`src/rtl/dot_accumulator_if.sv`:
```
// Stream bundle for dot_accumulator: incoming term channel and outgoing result channel.
interface dot_accumulator_if #(
  parameter int WIDTH     = 32,
  parameter int ACC_WIDTH = 40
);
  logic                 in_valid;
  logic                 in_ready;
  logic [WIDTH-1:0]     in_data;
  logic                 out_valid;
  logic                 out_ready;
  logic [ACC_WIDTH-1:0] out_data;

  modport master (output in_valid, in_data, out_ready,
                  input  in_ready, out_valid, out_data);
  modport slave  (input  in_valid, in_data, out_ready,
                  output in_ready, out_valid, out_data);
endinterface

```
`src/rtl/dot_accumulator.sv`:
```
// Sums COUNT consecutive accepted terms into one wide result and queues
// completed results in a 2-entry FIFO with a registered head.
module dot_accumulator #(
  parameter int WIDTH     = 32,
  parameter int COUNT     = 4,
  parameter int ACC_WIDTH = 40
) (
  input  logic                 clk,
  input  logic                 reset,
  input  logic                 clear,
  dot_accumulator_if.slave     bus,
  output logic [7:0]           term_cnt
);
  localparam logic [7:0] LAST_CNT = 8'(COUNT - 1);

  typedef enum logic [1:0] {IDLE, ACCUM, LAST} state_t;

  state_t               state;
  logic [ACC_WIDTH-1:0] acc, sum, head, tail;
  logic [1:0]           fcnt;
  logic                 accept, push, pop;

  // in_ready depends only on registered state, never on in_valid/out_ready
  assign bus.in_ready  = !(state == LAST && fcnt == 2'd2);
  assign bus.out_valid = (fcnt != 2'd0);
  assign bus.out_data  = head;

  assign accept = bus.in_valid && bus.in_ready && !clear;
  assign push   = accept && (state == LAST);
  assign pop    = bus.out_valid && bus.out_ready;
  assign sum    = acc + ACC_WIDTH'(bus.in_data);

  always_ff @(posedge clk or posedge reset) begin
    if (reset) begin
      state    <= IDLE;
      acc      <= '0;
      term_cnt <= '0;
    end else if (clear) begin
      state    <= IDLE;
      acc      <= '0;
      term_cnt <= '0;
    end else if (accept) begin
      if (state == LAST) begin
        state    <= IDLE;
        acc      <= '0;
        term_cnt <= '0;
      end else begin
        state    <= (term_cnt + 8'd1 == LAST_CNT) ? LAST : ACCUM;
        acc      <= sum;
        term_cnt <= term_cnt + 8'd1;
      end
    end
  end

  // head is the visible entry; tail only holds data when two results are queued
  always_ff @(posedge clk or posedge reset) begin
    if (reset) begin
      head <= '0;
      tail <= '0;
      fcnt <= '0;
    end else begin
      case ({push, pop})
        2'b10: begin
          if (fcnt == 2'd0) head <= sum;
          else              tail <= sum;
          fcnt <= fcnt + 2'd1;
        end
        2'b01: begin
          if (fcnt == 2'd2) head <= tail;
          fcnt <= fcnt - 2'd1;
        end
        2'b11: begin
          if (fcnt == 2'd1) head <= sum;
          else begin
            head <= tail;
            tail <= sum;
          end
        end
        default: ;
      endcase
    end
  end
endmodule

```
`src/flat_wrapper.sv`:
```
// flat-port wrapper written by rule: the top's interface ports become plain ports
module dot_accumulator_flat 
#(
  parameter int WIDTH     = 32,
  parameter int COUNT     = 4,
  parameter int ACC_WIDTH = 40
)
  (clk, reset, clear, term_cnt, bus_in_valid, bus_in_data, bus_out_ready, bus_in_ready, bus_out_valid, bus_out_data);
  dot_accumulator_if #(.WIDTH(WIDTH), .ACC_WIDTH(ACC_WIDTH)) bus_i ();
  input  logic clk;
  input  logic reset;
  input  logic clear;
  output logic [7:0] term_cnt;
  input wire logic [$bits(bus_i.in_valid)-1:0] bus_in_valid;
  input wire logic [$bits(bus_i.in_data)-1:0] bus_in_data;
  input wire logic [$bits(bus_i.out_ready)-1:0] bus_out_ready;
  output wire logic [$bits(bus_i.in_ready)-1:0] bus_in_ready;
  output wire logic [$bits(bus_i.out_valid)-1:0] bus_out_valid;
  output wire logic [$bits(bus_i.out_data)-1:0] bus_out_data;
  assign bus_i.in_valid = bus_in_valid;
  assign bus_i.in_data = bus_in_data;
  assign bus_i.out_ready = bus_out_ready;
  assign bus_in_ready = bus_i.in_ready;
  assign bus_out_valid = bus_i.out_valid;
  assign bus_out_data = bus_i.out_data;
  dot_accumulator #(.WIDTH(WIDTH), .COUNT(COUNT), .ACC_WIDTH(ACC_WIDTH)) u_core (.clk(clk), .reset(reset), .clear(clear), .bus(bus_i), .term_cnt(term_cnt));
endmodule
```
`config.mk`:
```
export PLATFORM = sky130hd
export DESIGN_NAME = dot_accumulator_flat
export DESIGN_NICKNAME = d
export VERILOG_FILES = /design/src/rtl/dot_accumulator_if.sv /design/src/rtl/dot_accumulator.sv /design/src/flat_wrapper.sv
export SDC_FILE = /design/constraint.sdc
export NUM_CORES = 1
export LEC_CHECK = 0
export CAP_MARGIN = 20
export CORE_MARGIN = 3
export CORE_UTILIZATION = 55
export DETAILED_ROUTE_END_ITERATION = 7
export PLACE_DENSITY_LB_ADDON = 0.15
export SLEW_MARGIN = 15
export SYNTH_ARGS = -nofsm -noshare
export SYNTH_HDL_FRONTEND = slang
export SYNTH_SLANG_ARGS = --single-unit
export TNS_END_PERCENT = 5
```
`constraint.sdc`:
```
create_clock -name clk -period 4.5 [get_ports clk]
set_input_delay 0.675 -clock clk [delete_from_list [all_inputs] [get_ports clk]]
set_output_delay 0.675 -clock clk [all_outputs]
set_load 0.01 [all_outputs]
```
==> flow_metrics.py, run 1 <==
metrics = {
    "power_and_ir_drop": {
        "seq_power_share_pct": 34.6,
        "swShare_pct": 35.3,
        "power_leakage_nw": 4.11,
        "switchingPower_mw": 1.72,
        "internal_power_mw": 3.16,
        "p_comb_share_pct": 38.3,
        "clkPwrFrac_pct": 27.1,
        "peakVddDrop_v": 0.000427,
        "power_density_nw_per_um2": 530,
    },
    "clock_tree": {
        "post_cts_resized": 0,
        "cts_buffers": 17,
        "clock_path_buffers": 2,
        "cts_tree": "done",
        "holdBufCountCts": 0,
        "postCtsSetupBuffers": 0,
        "clk_pin_slew_ns": 0.06,
        "cts_root_buf": "clkbuf_16",
        "clkSinkCount": 132,
        "clock_latency_ns": 0.42,
        "ctsHtreeMaxLevel": 4,
    },
    "synth": {
        "ys_seq_area_share_pct": 43.6,
        "yosysTopAreaCell": "dfrtp_1",
        "syn_avg_cell_area_sq_um": 9.41,
        "yosysMostFrequentCell": "dfrtp_1",
        "synthesis.area_sq_um": 7580,
        "yosys-top-cells-area": "dfrtp_1 (44%), ha_1 (6.8%), nor2_1 (4.7%)",
        "async_flop_share_pct": 100,
        "synth_top_area_share_pct": 43.6,
        "yosysWarnings": 0,
        "ys.flop_type": "dfrtp_1",
        "synth_seq_cells": 132,
        "syn_nets": 885,
        "netlist_instances": 806,
        "synth_edf_count": 0,
        "ys_types": 62,
        "yosys-top-cells-count": "dfrtp_1 (132), nor2_1 (95), nand2_1 (76)",
    },
    "grt": {
        "grt_usage_pct": 27.0,
        "grt_overflow": 0,
        "antenna_found_initial": 0,
        "grt_max_degree": 59,
        "grt_pass1_vias": 6521,
        "grt_pass1_wl_mm": 32.0,
    },
    "floorplan": {
        "initial_core_util_pct": 56.8,
        "die_area_sq_um": 15200,
        "die_h_um": 123,
        "io_pins": 87,
        "row_count": 42,
        "coreArea_sq_um": 13300,
        "die_x_um": 123,
    },
    "critical_path": {
        "rrSetupSlack_ns": 1.40,
        "cp.arrival_ns": 3.72,
        "critical_path_class": "in -> reg",
        "ff2ff_path_depth": 9,
        "reg2reg_to": "u_core.tail[18]$_DFFE_PP0P_",
        "crit_fanout": 4,
        "start_kind": "primary input",
        "slowest_stage": "clkdlybuf4s50_1",
        "cp_cell_sequence": "clkdlybuf4s50_1 -> ha_1 -> fa_1 -> a21oi_1 -> o211ai_1 -> nand4_1 -> a31oi_1 -> o2111ai_2 -> a21oi_2 -> xor2_1 -> a221oi_1 -> nor2_1",
        "end_kind": "flip-flop",
        "r2r-start": "u_core.fcnt[0]$_DFFE_PP0P_",
        "slowest_delay_ns": 0.46,
        "required_ns": 4.80,
    },
    "finish": {
        "areaGrowthSynthToFinish_pct": 21.5,
        "diodes": 0,
        "instances_no_fill": 1071,
        "drive_gt1_share_pct": 9.94,
        "nets": 961,
        "utilization_pct": 69.0,
        "fillCellCount": 1071,
    },
    "worst_hold_path": {
        "hold_start": "u_core.tail[33]$_DFFE_PP0P_",
        "hold_class": "reg -> reg",
        "min_path_cells": 2,
        "hold_end": "u_core.tail[33]$_DFFE_PP0P_",
    },
    "detailed_routing": {
        "ant_nets": 0,
        "wl_per_cell_um": 18.6,
        "routed-via-count": 6641,
        "drt-vias-per-instance": 6.20,
        "wirelength_mm": 19.9,
        "drtIter0Drc": 456,
        "dr.pass1.iters": 5,
        "drc": 0,
    },
    "status": {
        "status": "completed",
    },
    "sta": {
        "setup_viol": 0,
        "max_freq_ghz": 0.292,
        "post-route-period-util_pct": 76.0,
        "finClkSkew_ns": 0.00713,
        "worstMarginPinSlew_ns": 0.970,
        "finalWorstSetupSlack_ns": 1.08,
        "rsz0062_at_grt": "no",
        "final_max_slew_viol_count": 0,
        "min_period_ns": 3.42,
        "hold_violations": 0,
        "hold_slack_ns": 0.491,
        "tns_ns": 0,
        "relSlewSlack_pct": 35.3,
    },
    "place": {
        "dp_hpwl_mm": 13.9,
        "portBuffers": 86,
        "dpl.cell_count": 1039,
        "post-place-ws_ns": 0.657,
        "place_congestion": 0.948,
    },
    "job": {
        "drv_cap": 0,
    },
}
-- layout by cell type, fill, tap and decap left out, types with 4 or more instances in the layout --
cell	instances
dfrtp_1	132
nor2_1	93
clkdlybuf4s50_1	86
nand2_1	76
a21oi_1	56
ha_1	41
o21ai_0	38
o21ai_1	33
a221oi_1	31
a22o_1	29
mux2_2	26
xnor2_1	23
inv_1	21
nand3_1	17
clkbuf_16	17
xor2_1	15
buf_4	11
nand4_1	10
and3_1	9
o21bai_1	9
nor3_1	8
a31oi_1	7
a21o_1	7
o31ai_1	7
o21a_1	6
nor2b_1	6
nand2b_1	4
a21oi_2	4
clkbuf_8	4
clkinvlp_4	4
-- logic make-up (layout without fill, tap and decap cells) --
kind of cell,after synthesis,in the layout,synth area share (%)
and+or+nand+nor,241,241,14.0
adders and majority gates,42,42,7.03
DFF,132,132,43.6
AOI/OAI and AO/OA,257,257,23.1
muxes,32,32,4.70
xor gates and xnor gates,38,38,4.39
buffers and inverters,64,153,3.22
-- worst max path at each step --
stage,startpoint,end,slack (ns),cells after the start
CTS,bus_in_data[0],u_core.bus.out_data[38]$_DFFE_PP0P_,1.10,12
finish,bus_in_data[0],u_core.bus.out_data[38]$_DFFE_PP0P_,1.08,12
floorplan,reset,u_core.acc[0]$_DFFE_PP0P_,0.30,1
global route,bus_in_data[0],u_core.bus.out_data[36]$_DFFE_PP0P_,0.79,12
detailed placement,bus_in_data[0],u_core.bus.out_data[38]$_DFFE_PP0P_,0.66,12
global placement,bus_in_data[0],u_core.acc[14]$_DFFE_PP0P_,0.76,12
-- routing by layer --
layer	vias to the layer above	routed length [um]	track usage [%]
li1	3084	-	-
met1	3287	8420	34.0
met5	-	0	0
met3	27	1080	4.89
met4	0	341	7.96
met2	243	10100	47.4
-- power groups by stage --
stage / logic (mW) / clock network, mW / registers [mW]
6_report: 1.87 / 1.33 / 1.69
5_1_grt: 2.06 / 1.40 / 1.72
4_1_cts: 1.88 / 1.35 / 1.69
3_5_place_dp: 1.87 / 0 / 1.70
3_3_place_gp: 1.82 / 0 / 1.68
2_1_floorplan: 1.07 / 0 / 1.74
-- flip-flops by register name (all words and copies together) (netlist names) --
name,cells
u_core.tail,40
u_core.acc,40
u_core.bus.out_data,40
u_core.fcnt,2
u_core.state,2
u_core.term_cnt,8
-- area by class of cell --
class / instances / area [sq um] / share of cell area, %
Clock buffer: 24 / 492 / 5.34
Clock inverter: 8 / 75.1 / 0.815
Sequential cell: 132 / 3300 / 35.9
Tap cell: 176 / 220 / 2.39
Timing Repair Buffer: 98 / 963 / 10.5
Multi-Input combinational cell: 610 / 4070 / 44.2
Inverter: 23 / 88.8 / 0.965
-- critical path: cells and delay by family --
kind,cells,cell delay [ns]
compound gates,6,1.73
xor+xnor,1,0.09
fa+ha+maj,2,0.49
buf+inv,1,0.46
simple gates,2,0.26
-- per-stage QoR --
stage               area, sq um  power, mW
CTS                        9210       4.91
finish                     9210       4.88
floorplan                  7580       2.81
global route               9210       5.18
global placement           8640       3.50
detailed placement         8640       3.57
No activity file was read; power rests on OpenSTA's default activity.
==> run 2, diff against run 1 <==
==> constraint.sdc (replaced) <==
create_clock -name clk -period 3.6 [get_ports clk]
set_input_delay 0.54 -clock clk [delete_from_list [all_inputs] [get_ports clk]]
set_output_delay 0.54 -clock clk [all_outputs]
set_load 0.01 [all_outputs]
==> run 2 against run 1 <==
  * First-iteration DRC count up 4.4%
  * Critical path depth unchanged
  * Setup slack worse by 0.69 ns
  * Power up 30%
  * Sequential share of layout area down 0.73 points
  * Critical endpoint is now u_core.acc[38]$_DFFE_PP0P_
  * Largest cell class unchanged
  * Utilization up 1.4 points
  * Cell area up 2.1%
  * Clock-buffer cell count down 6
  * Hold slack worse by 0.0017 ns
==> flow_metrics.py, run 2 (synthesis gave the netlist of run 1 again) <==
metrics = {
    "sta": {
        "max_freq_ghz": 0.311,
        "hold_violations": 0,
        "worstMarginPinSlew_ns": 0.970,
        "final_max_slew_viol_count": 0,
        "setup_viol": 0,
        "finClkSkew_ns": 0.00662,
        "hold_slack_ns": 0.489,
        "min_period_ns": 3.21,
        "post-route-period-util_pct": 89.3,
        "relSlewSlack_pct": 35.4,
        "rsz0062_at_grt": "no",
        "finalWorstSetupSlack_ns": 0.387,
    },
    "finish": {
        "nets": 975,
        "diodes": 0,
        "final_common_cell": "dfrtp_1",
        "drive_gt1_share_pct": 11.6,
        "mostFrequentLayoutCells": "dfrtp_1 (132), nor2_1 (93), clkdlybuf4s50_1 (86), nand2_1 (76), a21oi_1 (56)",
        "utilization_pct": 70.4,
        "final_area_sq_um": 9400,
        "areaGrowthSynthToFinish_pct": 24.0,
    },
    "detailed_routing": {
        "dr.pass1.iters": 5,
        "wirelength_mm": 20.3,
        "routed-via-count": 6710,
        "drt-vias-per-instance": 6.18,
        "wl_per_cell_um": 18.7,
        "drtIter0Drc": 476,
        "drc": 0,
        "ant_nets": 0,
    },
    "worst_hold_path": {
        "hold_class": "reg -> reg",
    },
    "grt": {
        "grt_max_degree": 58,
        "grt_usage_pct": 27.5,
        "grt_pass1_vias": 6677,
        "antenna_found_initial": 0,
        "grt_overflow": 0,
        "grt_pass1_wl_mm": 32.9,
    },
    "clock_tree": {
        "cts_tree": "done",
        "holdBufCountCts": 0,
        "clock_path_buffers": 2,
        "postCtsSetupBuffers": 0,
        "ctsHtreeMaxLevel": 4,
        "cts_buffers": 17,
        "cts_root_buf": "clkbuf_16",
        "post_cts_resized": 0,
        "clk_pin_slew_ns": 0.06,
        "clkSinkCount": 132,
        "clock_latency_ns": 0.42,
    },
    "critical_path": {
        "start_kind": "primary input",
        "cp.buffers_inverters": 1,
        "slowest_delay_ns": 0.46,
        "cp_top_family": "compound AO/OA/AOI/OAI gates",
        "crit_fanout": 5,
        "slowest_stage": "clkdlybuf4s50_1",
        "required_ns": 3.86,
        "cp_common_cell": "a21oi_1",
        "cp.arrival_ns": 3.48,
        "cp_cell_sequence": "clkdlybuf4s50_1 -> ha_1 -> fa_1 -> a21oi_1 -> o211ai_1 -> nand4_1 -> a31oi_1 -> o2111ai_2 -> a21oi_2 -> a21oi_1 -> o21ai_1 -> o31ai_1",
        "end_kind": "flip-flop",
        "critical_path_class": "in -> reg",
    },
    "power_and_ir_drop": {
        "p_comb_share_pct": 38.0,
        "switchingPower_mw": 2.21,
        "power_density_nw_per_um2": 673,
        "internal_power_mw": 4.12,
        "clkPwrFrac_pct": 28.9,
        "power_leakage_nw": 4.21,
        "peakVddDrop_v": 0.000320,
        "seq_power_share_pct": 33.2,
        "swShare_pct": 34.9,
    },
    "floorplan": {
        "coreArea_sq_um": 13300,
        "die_h_um": 123,
        "initial_core_util_pct": 56.8,
        "die_x_um": 123,
        "die_area_sq_um": 15200,
        "row_count": 42,
        "io_pins": 87,
    },
    "place": {
        "dp_hpwl_mm": 14.1,
        "placed_area_sq_um": 8790,
        "place_congestion": 0.923,
        "post-place-ws_ns": -0.0145,
        "portBuffers": 86,
    },
    "job": {
        "drv_cap": 0,
    },
    "status": {
        "status": "completed",
    },
}
## run 2: cell types whose count changed in the layout (fill, tap and decap cells not counted), sizes merged
cell / previous run / this run
buf: 12 / 26
clkbuf: 24 / 18
bufinv: 1 / 4
clkinv: 3 / 6
## run 2: layer usage
| metal | part of all wire, % | GRT usage, % |
|---|---|---|
| met3 | 5.4 | 5.12 |
| met5 | 0 | 0 |
| met4 | 2.2 | 9.69 |
| met2 | 51 | 46.9 |
| met1 | 42 | 35.1 |
## run 2: worst min-delay path, stage by stage, from the launching register on
cell and delay [ns]:
dfrtp_1 0.34, nand2_1 0.05, o21ai_1 0.06
## run 2: worst paths after layout
kind,slack (ns),start,endpoint,cells after the start
min,0.49,u_core.tail[38]$_DFFE_PP0P_,u_core.tail[38]$_DFFE_PP0P_,2
min in group asynchronous,0.57,reset,u_core.acc[30]$_DFFE_PP0P_,2
max in group asynchronous,2.32,reset,u_core.tail[7]$_DFFE_PP0P_,3
max,0.39,bus_in_data[0],u_core.acc[38]$_DFFE_PP0P_,12
min reg2reg,0.49,u_core.tail[38]$_DFFE_PP0P_,u_core.tail[38]$_DFFE_PP0P_,2
max reg2reg,0.56,u_core.acc[0]$_DFFE_PP0P_,u_core.bus.out_data[36]$_DFFE_PP0P_,11
## run 2: metrics by stage
stage               power [mW]  setup TNS, ns  instances
floorplan                 3.51              0        806
global placement          4.42              0       1053
detailed placement        4.51        -0.0211       1053
CTS                       6.35              0       1085
global route              6.70              0       1085
finish                    6.33              0       1085
## run 2: area by class of cell
cell class	instances	area (sq um)
tap	176	220
clock buffer	18	429
timing repair buffer	112	1110
sequential	132	3300
inverter	23	90.1
fill	1047	3950
clock inverter	14	185
multi-input combinational	610	4070
## run 2: power groups by stage
stage | registers (mW) | clock network, mW | logic [mW]
3_3_place_gp | 2.10 | 0 | 2.32
2_1_floorplan | 2.17 | 0 | 1.34
3_5_place_dp | 2.12 | 0 | 2.39
6_report | 2.10 | 1.83 | 2.40
5_1_grt | 2.14 | 1.92 | 2.64
4_1_cts | 2.10 | 1.85 | 2.41
==> run 3, diff against run 2 <==
--- a/config.mk
+++ b/config.mk
@@ -5,9 +5,10 @@
 export SDC_FILE = /design/constraint.sdc
 export NUM_CORES = 1
 export LEC_CHECK = 0
+export ABC_AREA = 1
 export CAP_MARGIN = 20
 export CORE_MARGIN = 3
-export CORE_UTILIZATION = 55
+export CORE_UTILIZATION = 40
 export DETAILED_ROUTE_END_ITERATION = 7
 export PLACE_DENSITY_LB_ADDON = 0.15
 export SLEW_MARGIN = 15
==> constraint.sdc (replaced) <==
create_clock -name clk -period 2.76 [get_ports clk]
set_input_delay 0.414 -clock clk [delete_from_list [all_inputs] [get_ports clk]]
set_output_delay 0.414 -clock clk [all_outputs]
set_load 0.01 [all_outputs]
==> run 3 against run 2 <==
  * Wire length up 20%
  * Area after synthesis up 14%
  * Hold slack worse by 0.031 ns
  * Cell area up 12%
  * Via count up 16%
  * Non-clock buffer count unchanged
  * Clock-buffer cell count unchanged
  * Critical path type is now reg -> reg
  * Largest cell class unchanged
  * Largest power group unchanged
==> flow_metrics.py, run 3 <==
metrics = {
    "synth": {
        "yosysMostFrequentCell": "nand2_1",
        "synth_edf_count": 0,
        "synth_seq_cells": 132,
        "ys_types": 37,
        "yosys-top-cells-area": "dfrtp_1 (38%), nand2_1 (17%), inv_1 (9.1%)",
        "synthesis.area_sq_um": 8630,
        "syn_avg_cell_area_sq_um": 7.09,
        "synth_top_area_share_pct": 38.3,
        "async_flop_share_pct": 100,
        "ys_seq_area_share_pct": 38.3,
        "yosysTopAreaCell": "dfrtp_1",
        "syn_nets": 1297,
        "yosysWarnings": 0,
        "netlist_instances": 1218,
        "ys.flop_type": "dfrtp_1",
        "yosys-top-cells-count": "nand2_1 (392), inv_1 (210), dfrtp_1 (132)",
    },
    "power_and_ir_drop": {
        "power_leakage_nw": 5.62,
        "power_mw": 8.65,
        "peakVddDrop_v": 0.000485,
        "power_density_nw_per_um2": 819,
    },
    "sta": {
        "hold_violations": 0,
        "final_max_slew_viol_count": 0,
        "post-route-period-util_pct": 86.9,
        "rsz0062_at_grt": "no",
        "min_period_ns": 2.40,
        "max_freq_ghz": 0.417,
        "tns_ns": 0,
        "finClkSkew_ns": 0.0119,
        "setup_viol": 0,
        "worstMarginPinSlew_ns": 0.643,
        "relSlewSlack_pct": 57.1,
        "hold_slack_ns": 0.458,
    },
    "clock_tree": {
        "cts_tree": "done",
        "clock_path_buffers": 2,
        "cts_root_buf": "clkbuf_16",
        "clk_pin_slew_ns": 0.06,
        "postCtsSetupBuffers": 0,
        "holdBufCountCts": 0,
        "cts_buffers": 17,
        "ctsHtreeMaxLevel": 4,
        "post_cts_resized": 0,
        "clock_latency_ns": 0.43,
        "clkSinkCount": 132,
    },
    "grt": {
        "grt_max_degree": 77,
        "grt_usage_pct": 21.1,
        "grt_pass1_wl_mm": 39.7,
        "antenna_found_initial": 0,
        "grt_pass1_vias": 7512,
        "grt_overflow": 0,
    },
    "finish": {
        "mostFrequentLayoutCells": "nand2_1 (391), inv_1 (209), dfrtp_1 (132), clkdlybuf4s50_1 (86), nor2_1 (68)",
        "diodes": 0,
        "final_common_cell": "nand2_1",
        "nets": 1399,
        "areaGrowthSynthToFinish_pct": 22.5,
        "drive_gt1_share_pct": 9.90,
        "fillCellCount": 2109,
    },
    "detailed_routing": {
        "wl_per_cell_um": 15.1,
        "dr.pass1.iters": 5,
        "drtIter0Drc": 571,
        "drc": 0,
        "ant_nets": 0,
        "routed-via-count": 7810,
        "wirelength_mm": 24.2,
        "drt-vias-per-instance": 4.86,
    },
    "critical_path": {
        "critical_path_class": "reg -> reg",
        "rrSetupSlack_ns": 0.36,
        "start_kind": "flip-flop",
        "critical_path.startpoint": "u_core.fcnt[0]$_DFFE_PP0P_",
        "crit_fanout": 24,
        "ff2ff_path_depth": 15,
        "r2r-start": "u_core.fcnt[0]$_DFFE_PP0P_",
        "end_kind": "flip-flop",
        "cp.arrival_ns": 2.73,
        "required_ns": 3.09,
        "reg2reg_to": "u_core.bus.out_data[22]$_DFFE_PP0P_",
    },
    "worst_hold_path": {
        "hold_class": "in -> async",
    },
    "floorplan": {
        "initial_core_util_pct": 40.9,
        "coreArea_sq_um": 21100,
        "die_h_um": 153,
        "io_pins": 87,
        "die_area_sq_um": 23400,
        "row_count": 53,
        "die_x_um": 153,
    },
    "place": {
        "portBuffers": 86,
        "place_congestion": 0.912,
        "dp_hpwl_mm": 18.0,
    },
    "status": {
        "status": "completed",
    },
    "job": {
        "drv_cap": 0,
    },
}
-- run 3: through the flow --
stage	std cells	util (%)	area [sq um]	setup WS, ns
6_report	1608	50.1	10600	0.363
3_3_place_gp	1576	47.3	9980	0.121
3_5_place_dp	1576	47.3	9980	0.116
4_1_cts	1608	50.1	10600	0.302
5_1_grt	1608	50.1	10600	0.0133
2_1_floorplan	1218	-	8630	0.408
-- run 3: logic make-up after synthesis --
group	share of synthesized area, %
simple gates	30.6
buf+inv	10.8
compound gates	11.7
flops	38.3
fa+ha+maj	6.18
xor+xnor	2.44
-- run 3: worst max path at each step --
stage,to,slack (ns),cells after the start
2_1_floorplan,u_core.bus.out_data[25]$_DFFE_PP0P_,0.41,15
3_3_place_gp,u_core.bus.out_data[26]$_DFFE_PP0P_,0.12,13
3_5_place_dp,u_core.bus.out_data[22]$_DFFE_PP0P_,0.12,14
4_1_cts,u_core.bus.out_data[20]$_DFFE_PP0P_,0.30,13
5_1_grt,u_core.bus.out_data[26]$_DFFE_PP0P_,0.01,14
6_report,u_core.bus.out_data[22]$_DFFE_PP0P_,0.36,15
-- run 3: layer usage --
| layer | global-route usage [%] | routed length, um | part of all wire [%] | up-vias |
|---|---|---|---|---|
| met3 | 4.22 | 1130 | 4.7 | 21 |
| met1 | 32.4 | 12700 | 52 | 3590 |
| li1 | - | - | - | 4036 |
| met2 | 30.4 | 10100 | 42 | 163 |
| met4 | 4.96 | 285 | 1.2 | 0 |
| met5 | 0 | 0 | 0 | - |
-- run 3: area by class of cell --
cell class	instances	area [sq um]	share of cell area, %
clock buffer	18	429	4.06
clock inverter	14	154	1.46
sequential	132	3300	31.3
timing repair buffer	112	1130	10.7
tap	275	344	3.26
inverter	214	807	7.64
multi-input combinational	843	4400	41.6
-- run 3: report_power, final --
| group | leakage [nW] | switching, mW | total (mW) | internal [mW] |
|---|---|---|---|---|
| clock network | 0.277 | 0.935 | 2.27 | 1.34 |
| logic | 3.67 | 1.97 | 3.59 | 1.62 |
| registers | 1.67 | 0.326 | 2.79 | 2.46 |
-- run 3: critical path, stage by stage, from the launching register on --
cell and delay (ns):
dfrtp_1 0.38, inv_1 0.08, ha_1 0.21, nand2_1 0.09
nand2_1 0.10, inv_1 0.13, nand3_1 0.13, inv_1 0.11
ha_1 0.19, a21oi_1 0.09, nor2_2 0.13, buf_4 0.32
nand2_1 0.08, nand2_1 0.07, inv_1 0.04, a2bb2oi_1 0.17
